$ cat config.mk
export PLATFORM = sky130hd
export DESIGN_NAME = func_feeder
export DESIGN_NICKNAME = d
export VERILOG_FILES = /design/src/rtl/func_feeder.sv
export SDC_FILE = /design/constraint.sdc
export NUM_CORES = 1
export LEC_CHECK = 0
export CAP_MARGIN = 25
export CORE_ASPECT_RATIO = 0.8
export CORE_MARGIN = 10
export CORE_UTILIZATION = 37
export CTS_CLUSTER_SIZE = 28
export DETAILED_ROUTE_END_ITERATION = 10
export GPL_TIMING_DRIVEN = 0
export PLACE_DENSITY_LB_ADDON = 0.2
export SETUP_SLACK_MARGIN = 0.5
export SLEW_MARGIN = 20
export SYNTH_ARGS = -nofsm -noshare
export SYNTH_HDL_FRONTEND = slang
export SYNTH_SLANG_ARGS = --single-unit
$ cat constraint.sdc
create_clock -name clk_i -period 3 [get_ports clk_i]
set_input_delay 0.6 -clock clk_i [delete_from_list [all_inputs] [get_ports clk_i]]
set_output_delay 0.6 -clock clk_i [all_outputs]
set_load 0.05 [all_outputs]
$ cat src/rtl/func_feeder.sv
// rtl/func_feeder.sv - operand FIFO and dispatcher for the y = sqrt(a + cbrt(b)) func unit
module func_feeder #(
    parameter int DEPTH   = 4,
    parameter int TIMEOUT = 255
) (
    input  logic                       clk_i,
    input  logic                       rst_i,
    input  logic                       wr_en_i,
    input  logic [7:0]                 a_i,
    input  logic [7:0]                 b_i,
    output logic                       full_o,
    output logic [$clog2(DEPTH):0]     count_o,
    output logic                       ovf_o,
    output logic                       err_o,
    output logic [7:0]                 func_a_bo,
    output logic [7:0]                 func_b_bo,
    output logic                       func_start_o,
    input  logic [1:0]                 func_busy_bi,
    input  logic [4:0]                 func_y_bi,
    output logic                       res_valid_o,
    output logic [4:0]                 res_y_bo,
    output logic [7:0]                 res_cnt_bo,
    output logic [12:0]                res_sum_bo
);
    localparam int AW = $clog2(DEPTH);
    localparam int TW = $clog2(TIMEOUT + 1);

    typedef enum logic [2:0] {S_IDLE, S_ISSUE, S_ARM, S_WAIT, S_DONE} state_t;

    logic [15:0]   r_mem [DEPTH];
    logic [AW-1:0] r_wptr;
    logic [AW-1:0] r_rptr;
    logic [AW:0]   r_count;
    state_t        r_state;
    logic          r_arm;
    logic [TW-1:0] r_timer;

    logic          w_full;
    logic          w_pop;
    logic          w_push;
    logic [15:0]   w_head;

    assign w_full  = (r_count == (AW+1)'(DEPTH));
    assign w_pop   = (r_state == S_IDLE) && (r_count != '0);
    // a pop frees a slot in the same cycle, so a push while full still lands
    assign w_push  = wr_en_i && (!w_full || w_pop);
    assign w_head  = r_mem[r_rptr];
    assign full_o  = w_full;
    assign count_o = r_count;

    always_ff @(posedge clk_i) begin
        if (w_push) begin
            r_mem[r_wptr] <= {a_i, b_i};
        end
    end

    always_ff @(posedge clk_i or posedge rst_i) begin
        if (rst_i) begin
            r_wptr  <= '0;
            r_rptr  <= '0;
            r_count <= '0;
            ovf_o   <= 1'b0;
        end else begin
            if (w_push) begin
                r_wptr <= r_wptr + 1'b1;
            end
            if (w_pop) begin
                r_rptr <= r_rptr + 1'b1;
            end
            case ({w_push, w_pop})
                2'b10:   r_count <= r_count + 1'b1;
                2'b01:   r_count <= r_count - 1'b1;
                default: r_count <= r_count;
            endcase
            if (wr_en_i && !w_push) begin
                ovf_o <= 1'b1;
            end
        end
    end

    always_ff @(posedge clk_i or posedge rst_i) begin
        if (rst_i) begin
            r_state      <= S_IDLE;
            r_arm        <= 1'b0;
            r_timer      <= '0;
            err_o        <= 1'b0;
            func_a_bo    <= '0;
            func_b_bo    <= '0;
            func_start_o <= 1'b0;
            res_valid_o  <= 1'b0;
            res_y_bo     <= '0;
            res_cnt_bo   <= '0;
            res_sum_bo   <= '0;
        end else begin
            func_start_o <= 1'b0;
            res_valid_o  <= 1'b0;
            case (r_state)
                S_IDLE: begin
                    if (w_pop) begin
                        func_a_bo    <= w_head[15:8];
                        func_b_bo    <= w_head[7:0];
                        func_start_o <= 1'b1;
                        r_state      <= S_ISSUE;
                    end
                end
                S_ISSUE: begin
                    r_arm   <= 1'b0;
                    r_state <= S_ARM;
                end
                S_ARM: begin
                    if (func_busy_bi != 2'd0) begin
                        r_timer <= '0;
                        r_state <= S_WAIT;
                    end else if (r_arm) begin
                        err_o   <= 1'b1;
                        r_state <= S_IDLE;
                    end else begin
                        r_arm <= 1'b1;
                    end
                end
                S_WAIT: begin
                    if (func_busy_bi == 2'd0) begin
                        r_state <= S_DONE;
                    end else if (r_timer == TW'(TIMEOUT)) begin
                        err_o   <= 1'b1;
                        r_state <= S_IDLE;
                    end else begin
                        r_timer <= r_timer + 1'b1;
                    end
                end
                S_DONE: begin
                    res_y_bo    <= func_y_bi;
                    res_valid_o <= 1'b1;
                    res_cnt_bo  <= res_cnt_bo + 1'b1;
                    res_sum_bo  <= res_sum_bo + {8'd0, func_y_bi};
                    r_state     <= S_IDLE;
                end
                default: r_state <= S_IDLE;
            endcase
        end
    end
endmodule

### Yosys cells after proc, flatten, opt, wreduce, memory -nomap -nowiden

Memories as Yosys holds them, arrays and structs flattened. A register that Yosys moved wholly into a read port is not among the register bits.
Index checks and enable logic that the tools add are counted.

| storage, ports and cells | value |
|---|---|
| register bits | 49 |
| bits in latches | 0 |
| memory bits (writable) | 64 |
| ROM bits | 0 |
| input port bits | 26 |
| output and inout bits | 50 |
| word-level logic and storage cells | 79 |
| memories kept | 1 |

| cells by class | value |
|---|---|
| add/subtract/negate cells | 7 |
| multipliers | 0 |
| divide/modulo/power cells | 0 |
| magnitude comparators | 0 |
| equal/unequal tests | 17 |
| shift operators | 0 |
| multiplexer cells | 23 |
| bitwise operators | 0 |
| reduce and logical (&&, ||, !) cells | 18 |

Memories:

| name | depth | bits a word | rd ports | clocked after memory_dff | write ports | RTL line | text |
|---|---|---|---|---|---|---|---|
| r_mem | 4 | 16 | 1 | 1 | 1 | 30 | `logic [15:0] r_mem [DEPTH];` |

Operators by type and width:

| kind | count |
|---|---|
| two-way mux 8 bit | 3 |
| adder 8 x 1 -> 8 bit, second input constant | 2 |
| case mux 8 bit (2 select lines) | 1 |
| two-way mux 3 bit | 5 |
| != test 2 bit, second input constant | 7 |
| adder 13 x 5 -> 13 bit | 1 |
| case mux 3 bit (4 select lines) | 1 |
| two-way mux 1 bit | 10 |
| == test 8 bit, second input constant | 1 |
| nonzero test 2 bit | 4 |
| == test 3 x 2 -> 1 bit, second input constant | 2 |
| == test 3 bit, second input constant | 2 |
| != test 3 bit, second input constant | 2 |
| case mux 3 bit (2 select lines) | 1 |
| AND reduction 5 bit | 1 |
| adder 2 x 1 -> 2 bit, second input constant | 2 |
| case mux 1 bit (2 select lines) | 2 |
| AND reduction 2 bit | 2 |
| AND reduction 4 bit | 1 |
| adder 3 x 1 -> 3 bit, second input constant | 1 |
| == test 3 x 1 -> 1 bit, second input constant | 1 |
| logical AND 1 bit | 3 |
| zero test 3 bit | 1 |
| AND reduction 3 bit | 1 |
| 7 further kinds | 8 |

### Longest topological paths before layout

Gate-level depths: netlist (run 1).

| depth | value |
|---|---|
| depth in word-level cells | 6 |
| mapped depth | 10 |
| gate-level depth less buffers | 8 |

### Least setup slack after synthesis (run 1)

No wires, ideal clock.

| timing | value |
|---|---|
| path type | reg-to-reg |
| from | register r_count[2] (netlist: count_o[2]) |
| to | memory r_mem[0][0] (enable) |
| library setup time | 0.319 ns |
| arrival time | 2.729 ns |
| data required time | 2.681 ns |
| slack | -0.048 ns |
| cell stages (with the launch flop) | 4 |
| path buffers | 0 |
| clock period less this slack | 3.048 ns |
| cells stage by stage | dfrtp_1 -> nor3b_1 -> a21oi_2 -> and2_1 |

| on the way | value |
|---|---|
| cells in the longest elaborated chain, start to end | 6 |
| elaborated cells between the ends (all ways) | 8 |
| those cells by class | eq/ne (1); mux (2); reduce/logical (5) |

Ends and longest elaborated chain:

| item | RTL line | text |
|---|---|---|
| from (decl) | 33 | `logic [AW:0] r_count;` |
| from (signal assigned) | 71 | `2'b10: r_count <= r_count + 1'b1;` |
| from (signal assigned) | 72 | `2'b01: r_count <= r_count - 1'b1;` |
| from (signal assigned) | 73 | `default: r_count <= r_count;` |
| == test 3 bit | 43 | `assign w_full = (r_count == (AW+1)'(DEPTH));` |
| via full_o | 11 | `output logic full_o,` |
| zero test 1 bit | 46 | `assign w_push = wr_en_i && (!w_full \|\| w_pop);` |
| logical OR 1 bit | 46 |  |
| logical AND 1 bit | 46 |  |
| two-way mux 1 bit | 52 | `if (w_push) begin` |
| two-way mux 1 bit (implied by the code) | 53 | `r_mem[r_wptr] <= {a_i, b_i};` |
| to (decl) | 30 |  |

The timed path passes the listed nets, and every way through them passes these cells.

### Worst setup path in the final report (run 1)

| timing | value |
|---|---|
| from | register res_cnt_bo[2] |
| to | output res_cnt_bo[2] |

RTL lines:

| item | RTL line | text |
|---|---|---|
| from (decl) | 22 | `output logic [7:0] res_cnt_bo,` |
| from (signal assigned) | 134 | `res_cnt_bo <= res_cnt_bo + 1'b1;` |

No word-level cell between the ends.

==> results of run 1 <==
==> cell type report <==
cell class | count | area share
timing repair buffer | 76 | 0.111
clock buffer | 23 | 0.0656
tap | 184 | 0.0330
clock inverter | 9 | 0.0124
sequential | 129 | 0.508
inverter | 14 | 0.00824
multi-input combinational | 241 | 0.248
buffer | 16 | 0.0129
==> final timing paths <==
kind / startpoint / to / depth (start not counted)
max reg2reg: r_state[0]$_DFFE_PP0P_ / count_o[2]$_DFFE_PP0P_ / 10
max: res_cnt_bo[2]$_DFFE_PP0P_ / res_cnt_bo[2] / 1
min: res_cnt_bo[7]$_DFFE_PP0P_ / res_cnt_bo[7]$_DFFE_PP0P_ / 1
max in group asynchronous: rst_i / r_wptr[0]$_DFFE_PP0P_ / 3
min in group asynchronous: rst_i / res_y_bo[4]$_DFFE_PP0P_ / 2
min reg2reg: res_cnt_bo[7]$_DFFE_PP0P_ / res_cnt_bo[7]$_DFFE_PP0P_ / 1
==> cell usage in the layout, fill, tap and decap left out, types with 5 or more instances in the layout <==
master           Yosys  final
o21ai_0             10     10
clkbuf_1             5      9
buf_2                6      5
inv_1               12     11
nand4_1             12     12
xnor2_1             20     20
ha_1                11     11
nand3_1             13     13
clkdlybuf4s50_1      0     74
clkbuf_16            0     17
a21oi_1              8      8
edfxtp_1            64     64
dfrtp_1             65     65
mux4_2              16     16
nor2_1               6      6
nand2_1             87     87
==> power by group through the flow <==
| stage | clock network, uW | logic [uW] | registers, uW |
|---|---|---|---|
| after floorplan | 0 | 1180 | 3370 |
| after global placement | 0 | 2790 | 2620 |
| after detailed placement | 0 | 2830 | 2630 |
| after CTS | 1940 | 2840 | 2600 |
| after global routing | 2030 | 3040 | 2660 |
| final | 1890 | 2800 | 2600 |
==> through the flow <==
| stage | instance area [sq um] | utilization | setup TNS (ns) |
|---|---|---|---|
| floorplan | 5410 | - | 0 |
| global placement | 6390 | 0.447 | -34.32 |
| detailed placement | 6420 | 0.449 | 0 |
| CTS | 6970 | 0.488 | 0 |
| global route | 6980 | 0.488 | 0 |
| finish | 6980 | 0.488 | 0 |
==> flip-flops by register name (all words and copies together), names as in the netlist <==
name,count
r_timer,8
r_state,3
r_arm,1
res_y_bo,5
count_o,3
func_start_o,1
ovf_o,1
func_b_bo,8
err_o,1
res_cnt_bo,8
func_a_bo,8
res_valid_o,1
r_rptr,2
res_sum_bo,13
r_mem,64
r_wptr,2
==> timing repair <==
action | CTS | global route
hold buffers | 0 | 0
gates resized for setup | 5 | 5
setup endpoints to repair | 65 | 1
cloned | 0 | 0
==> cells by family after synthesis <==
group,Yosys count,share of synthesized area
xor gates and xnor gates,21,0.0340
AOI/OAI and AO/OA,36,0.0430
muxes,20,0.0745
adders and majority gates,13,0.0328
DFF,129,0.656
and+or+nand+nor,151,0.133
buffers and inverters,30,0.0261
==> per-layer routing <==
layer / GRT usage / wire (um)
met1: 0.162 / 5520
met3: 0.0459 / 710
met4: 0.0577 / 201
met2: 0.173 / 5040
met5: 0 / 0
==> metrics.md, run 1 <==
| Metric | Value |
|---|---|
| Outcome | finished, final reports clean |
| First-pass GRT wire length | 18900 um |
| # fillers | 1268 |
| Nets@finish | 534 |
| Clock-pin slew on the worst setup and hold paths | around 0.050 ns |
| Power density over cell area | ~1000 nW/um^2 |
| Buf+Inv Stages, Crit Path | 1 |
| Comb power frac | 0.384 |
| Die Span Y | 128 um |
| Multi-input logic area | 1730 sq um |
| DRT antenna net count | 0 |
| Crit path max fanout | 6 |
| Minimum clock period | 2.31 ns |
| Worst path top cell family by delay | buffers and inverters |
| Starting density of the core | 0.378 |
| Synth Instances | 400 |
| CP required | between 2 and 2.5 ns |
| Leakage power total | 0.00276 uW |
| Overall Power | 7290 uW |
| Final clock skew | between 0.01 and 0.015 ns |
| GP Congestion | 0.827 |
| Worst hold slack | roughly 0.46 ns |
| Synth top area share | 0.355 |
| Place WS | 0.165 ns |
| DRC errors left | 0 |
| CP max stage cell | clkdlybuf4s50_1 |
| Startpoint Class | register |
| Sequential Area | 3550 sq um |
| Ratio of cells with drive above 1 in the final layout | 0.146 |
| YS warnings | 0 |
| CTS tree | built |
| Switch share | 0.378 |
| Post-CTS Setup Bufs | 0 |
| WL/cell | 16.6 um |
| R2r setup slk | just under 0.7 ns |
| Number of global-route vias before repair | 3501 |
| Maxcap violations | 0 |
| Synth cell types | 55 |
| Register bit count reported by yosys | between 100 and 150 |
| Internal | ~4500 uW |
| CTS Sinks | 129 |
| DRT iter0 DRCs | 158 |
| Most frequent cell after synthesis | nand2_1 |
| VDD IR max | 0.000609 V |
| Synth area leader | edfxtp_1 |
| # H-tree levels | 4 |
| Worst path arrival time | 1.71 ns |
| Sw Pwr | 2750 uW |
| Synth-to-Final Area Change | 29.1% |
| Final hold violations | 0 |
| GRT Total Usage | 0.122 |
| Max Fclk | ~430 MHz |
| Most frequent cells after synthesis | nand2_1 (87), dfrtp_1 (65), edfxtp_1 (64) |
| Non-Filler Instances | 692 |
| Routed wire length | 11500 um |
| Final worst-path cycle share | 0.770 |
| 1st-pass router iterations | 4 |
| Pin slew with the least headroom to its limit | 0.657 ns |
| Clock share of power | 0.259 |
| Crit-path max cell delay | 0.85 ns |
| Grt total ovfl | 0 |
| Hold Crit Class | register to register |
| Antenna cells | 0 |
| Synth area leaders | edfxtp_1 (36%), dfrtp_1 (30%), mux4_2 (6.7%), nand2_1 (6.0%), xnor2_1 (3.2%) |
| Number of flops mapped to enable cells by yosys | 64 |
| Clk root buf | clkbuf_16 |
| TritonCTS buffer count | 17 |
| Finish-stage setup viols | 0 |
| Clk_lat worst skew | 0.42 ns |
| Post-synthesis sequential area ratio | 0.656 |
| Die ar. | just under 20000 sq um |
| Post-Place Cells | 660 |
| Core Region | between 10000 and 15000 sq um |
| Num rows | 39 |
| Slew Viols, Final | 0 |
| CP cell instances | clkdlybuf4s50_1 |
| Post-detail-place hpwl | between 7000 and 8000 um |
| Mapped Area | 5410 sq um |
| DR vias | 3416 |
| Seq pwr share | 0.357 |
| Syn avg cell area | 13.5 sq um |
| Slew HR | 0.562 |
| Longest Clk Path Bufs | 2 |
| Type of the worst setup path | register to output pin |
| Die X | 155 um |
| Vias per Instance | 4.94 |
| RSZ-0062 raised after global routing | no |
| Port buffer count | 75 |
| Share of flip-flops with an asynchronous set or reset | 0.504 |
| Largest net degree at the start of global routing | 48 |
| Ys flop type | dfrtp_1 |
| CP endpoint kind | output pin |
| I/O pin count | 76 |
| Post-Syn Nets | approximately 440 |
| Initial antenna violation count | 0 |
| Final worst slack | 0.689 ns |
No activity file was read; power rests on OpenSTA's default activity.
==> run 2, diff against run 1 <==
- clock period: 3 -> 2.1 ns (I/O delays scaled with it)
==> metrics.md, run 2 (synthesis gave the netlist of run 1 again) <==
| Metric | Value |
|---|---|
| Final hold violations | 0 |
| CTS Sinks | around 130 |
| Worst path top cell family by delay | simple AND/OR/NAND/NOR gates |
| DR vias | 3743 |
| Type of the worst setup path | register to register |
| Maxcap violations | 0 |
| Multi-input logic area | 2180 sq um |
| Finish-stage setup viols | 0 |
| Worst path arrival time | ~2.4 ns |
| Vias per Instance | approximately 5.0 |
| 1st-pass router iterations | 4 |
| I/O pin count | 76 |
| GP Congestion | approximately 0.78 |
| Die X | 155 um |
| Core Region | 14300 sq um |
| Initial antenna violation count | 0 |
| # fillers | roughly 1200 |
| Crit-path max cell delay | around 0.43 ns |
| WL/cell | 17.9 um |
| Final worst-path cycle share | 0.980 |
| TritonCTS buffer count | 17 |
| Max Fclk | 486 MHz |
| Minimum clock period | 2.06 ns |
| Largest register FFs | 64 |
| Power density over cell area | 1460 nW/um^2 |
| Ratio of cells with drive above 1 in the final layout | 0.457 |
| Clk_lat worst skew | ~0.41 ns |
| Num rows | 39 |
| Nets@finish | about 590 |
| CTS tree | built |
| Crit path max fanout | 4 |
| Die Span Y | 128 um |
| First-pass GRT wire length | 20400 um |
| Top reg by flops | r_mem |
| Overall Power | 11700 uW |
| Sequential Area | 3560 sq um |
| Commonest non-fill, non-tap cell in the layout | nand2_1 |
| DRT antenna net count | 0 |
| Top Registers | r_mem (64), res_sum_bo (13) |
| CP max stage cell | dfrtp_2 |
| Most frequent cells in the layout | nand2_1 (72), edfxtp_1 (64), dfrtp_1 (55), buf_4 (34), buf_2 (30) |
| Starting density of the core | 0.378 |
| Slew HR | 0.718 |
| GRT Total Usage | 0.132 |
| Clock-pin slew on the worst setup and hold paths | 0.05 ns |
| Routed wire length | 13400 um |
| Number of global-route vias before repair | 3684 |
| DRT iter0 DRCs | 197 |
| Outcome | finished, final reports clean |
| Slew Viols, Final | 0 |
| Hold Crit Class | input pin to register |
| DRC errors left | 0 |
| Port buffer count | between 70 and 80 |
| Leakage power total | 0.00334 uW |
| Synth-to-Final Area Change | 48.1% |
| Buf+Inv Stages, Crit Path | 3 |
| CP cell instances | or3_4, nand2_2, buf_8, nor2_4, inv_2, fa_2, buf_4, and4b_1, a311oi_1 |
| Pin slew with the least headroom to its limit | 0.423 ns |
| Largest net degree at the start of global routing | 30 |
| VDD IR max | ~0.00087 V |
| Non-Filler Instances | 749 |
| Post-detail-place hpwl | 7860 um |
| Grt total ovfl | 0 |
| Antenna cells | 0 |
| CP endpoint kind | register |
| # H-tree levels | 4 |
| Clk root buf | clkbuf_16 |
| Longest Clk Path Bufs | 2 |
| Post-Place Cells | 661 |
| Setup TNS Final | 0 ns |
| Die ar. | between 15000 and 20000 sq um |
| Final clock skew | 0.00557 ns |
| RSZ-0062 raised after global routing | yes |
| CTS Hold Bufs | 0 |
| Final core utilization | 0.560 |
| Startpoint Class | register |
| CP required | 2.41 ns |
run 2: through the flow:
| step | worst slack [ns] | hold slack (ns) | cell area (sq um) |
|---|---|---|---|
| 6_report | 0.0426 | 0.343 | 8010 |
| 5_1_grt | -0.0570 | 0.351 | 8010 |
| 4_1_cts | 0.0249 | 0.369 | 7520 |
| 3_5_place_dp | -0.151 | 0.454 | 6580 |
| 3_3_place_gp | -0.139 | 0.441 | 6540 |
| 2_1_floorplan | 0.100 | 0.488 | 5560 |
run 2: report_power, final:
group / leakage (uW) / switching, uW / total, uW / internal, uW
Clock: 0.000276 / 1050 / 2910 / 1860
Combinational: 0.00167 / 3010 / 5070 / 2060
Sequential: 0.00139 / 365 / 3740 / 3370
Total: 0.00334 / 4420 / 11700 / 7290
run 2: tightest hold or removal path: cells and delay by family:
| family | cells | cell delay [ns] |
|---|---|---|
| buffers and inverters | 1 | 0.18 |
| AND/OR/NAND/NOR | 2 | 0.12 |
run 2: worst paths after layout:
| kind | startpoint | end | slack (ns) | depth (start not counted) |
|---|---|---|---|---|
| setup / recovery | count_o[2]$_DFFE_PP0P_ | count_o[2]$_DFFE_PP0P_ | 0.04 | 9 |
| hold / removal | func_y_bi[3] | res_y_bo[3]$_DFFE_PP0P_ | 0.34 | 3 |
| setup reg to reg | count_o[2]$_DFFE_PP0P_ | count_o[2]$_DFFE_PP0P_ | 0.04 | 9 |
| hold reg to reg | err_o$_DFFE_PP0P_ | err_o$_DFFE_PP0P_ | 0.46 | 1 |
| max in group asynchronous | rst_i | res_sum_bo[7]$_DFFE_PP0P_ | 1.05 | 4 |
| min in group asynchronous | rst_i | res_cnt_bo[5]$_DFFE_PP0P_ | 0.37 | 2 |
run 2: per-layer routing:
layer / GRT usage / part of all wire
met5: 0 / 0
met2: 0.191 / 0.46
met1: 0.180 / 0.47
met4: 0.0429 / 0.012
met3: 0.0469 / 0.055
run 2: final cells by class:
type                    count  share of cell area
inverters                  14             0.00890
repair buffers            130               0.153
flip-flops and latches    129               0.445
plain buffers              16              0.0206
clock buffers              22              0.0555
clock inverters            10              0.0170
multi-input cells         244               0.272
well taps                 184              0.0287
run 2: timing repair:
| action | 4_1_cts | 5_1_grt |
|---|---|---|
| pin swaps | 30 | 39 |
| setup buffers | 30 | 20 |
| setup endpoints to repair | 151 | 130 |
| cloned | 3 | 3 |
| gates resized for setup | 245 | 121 |
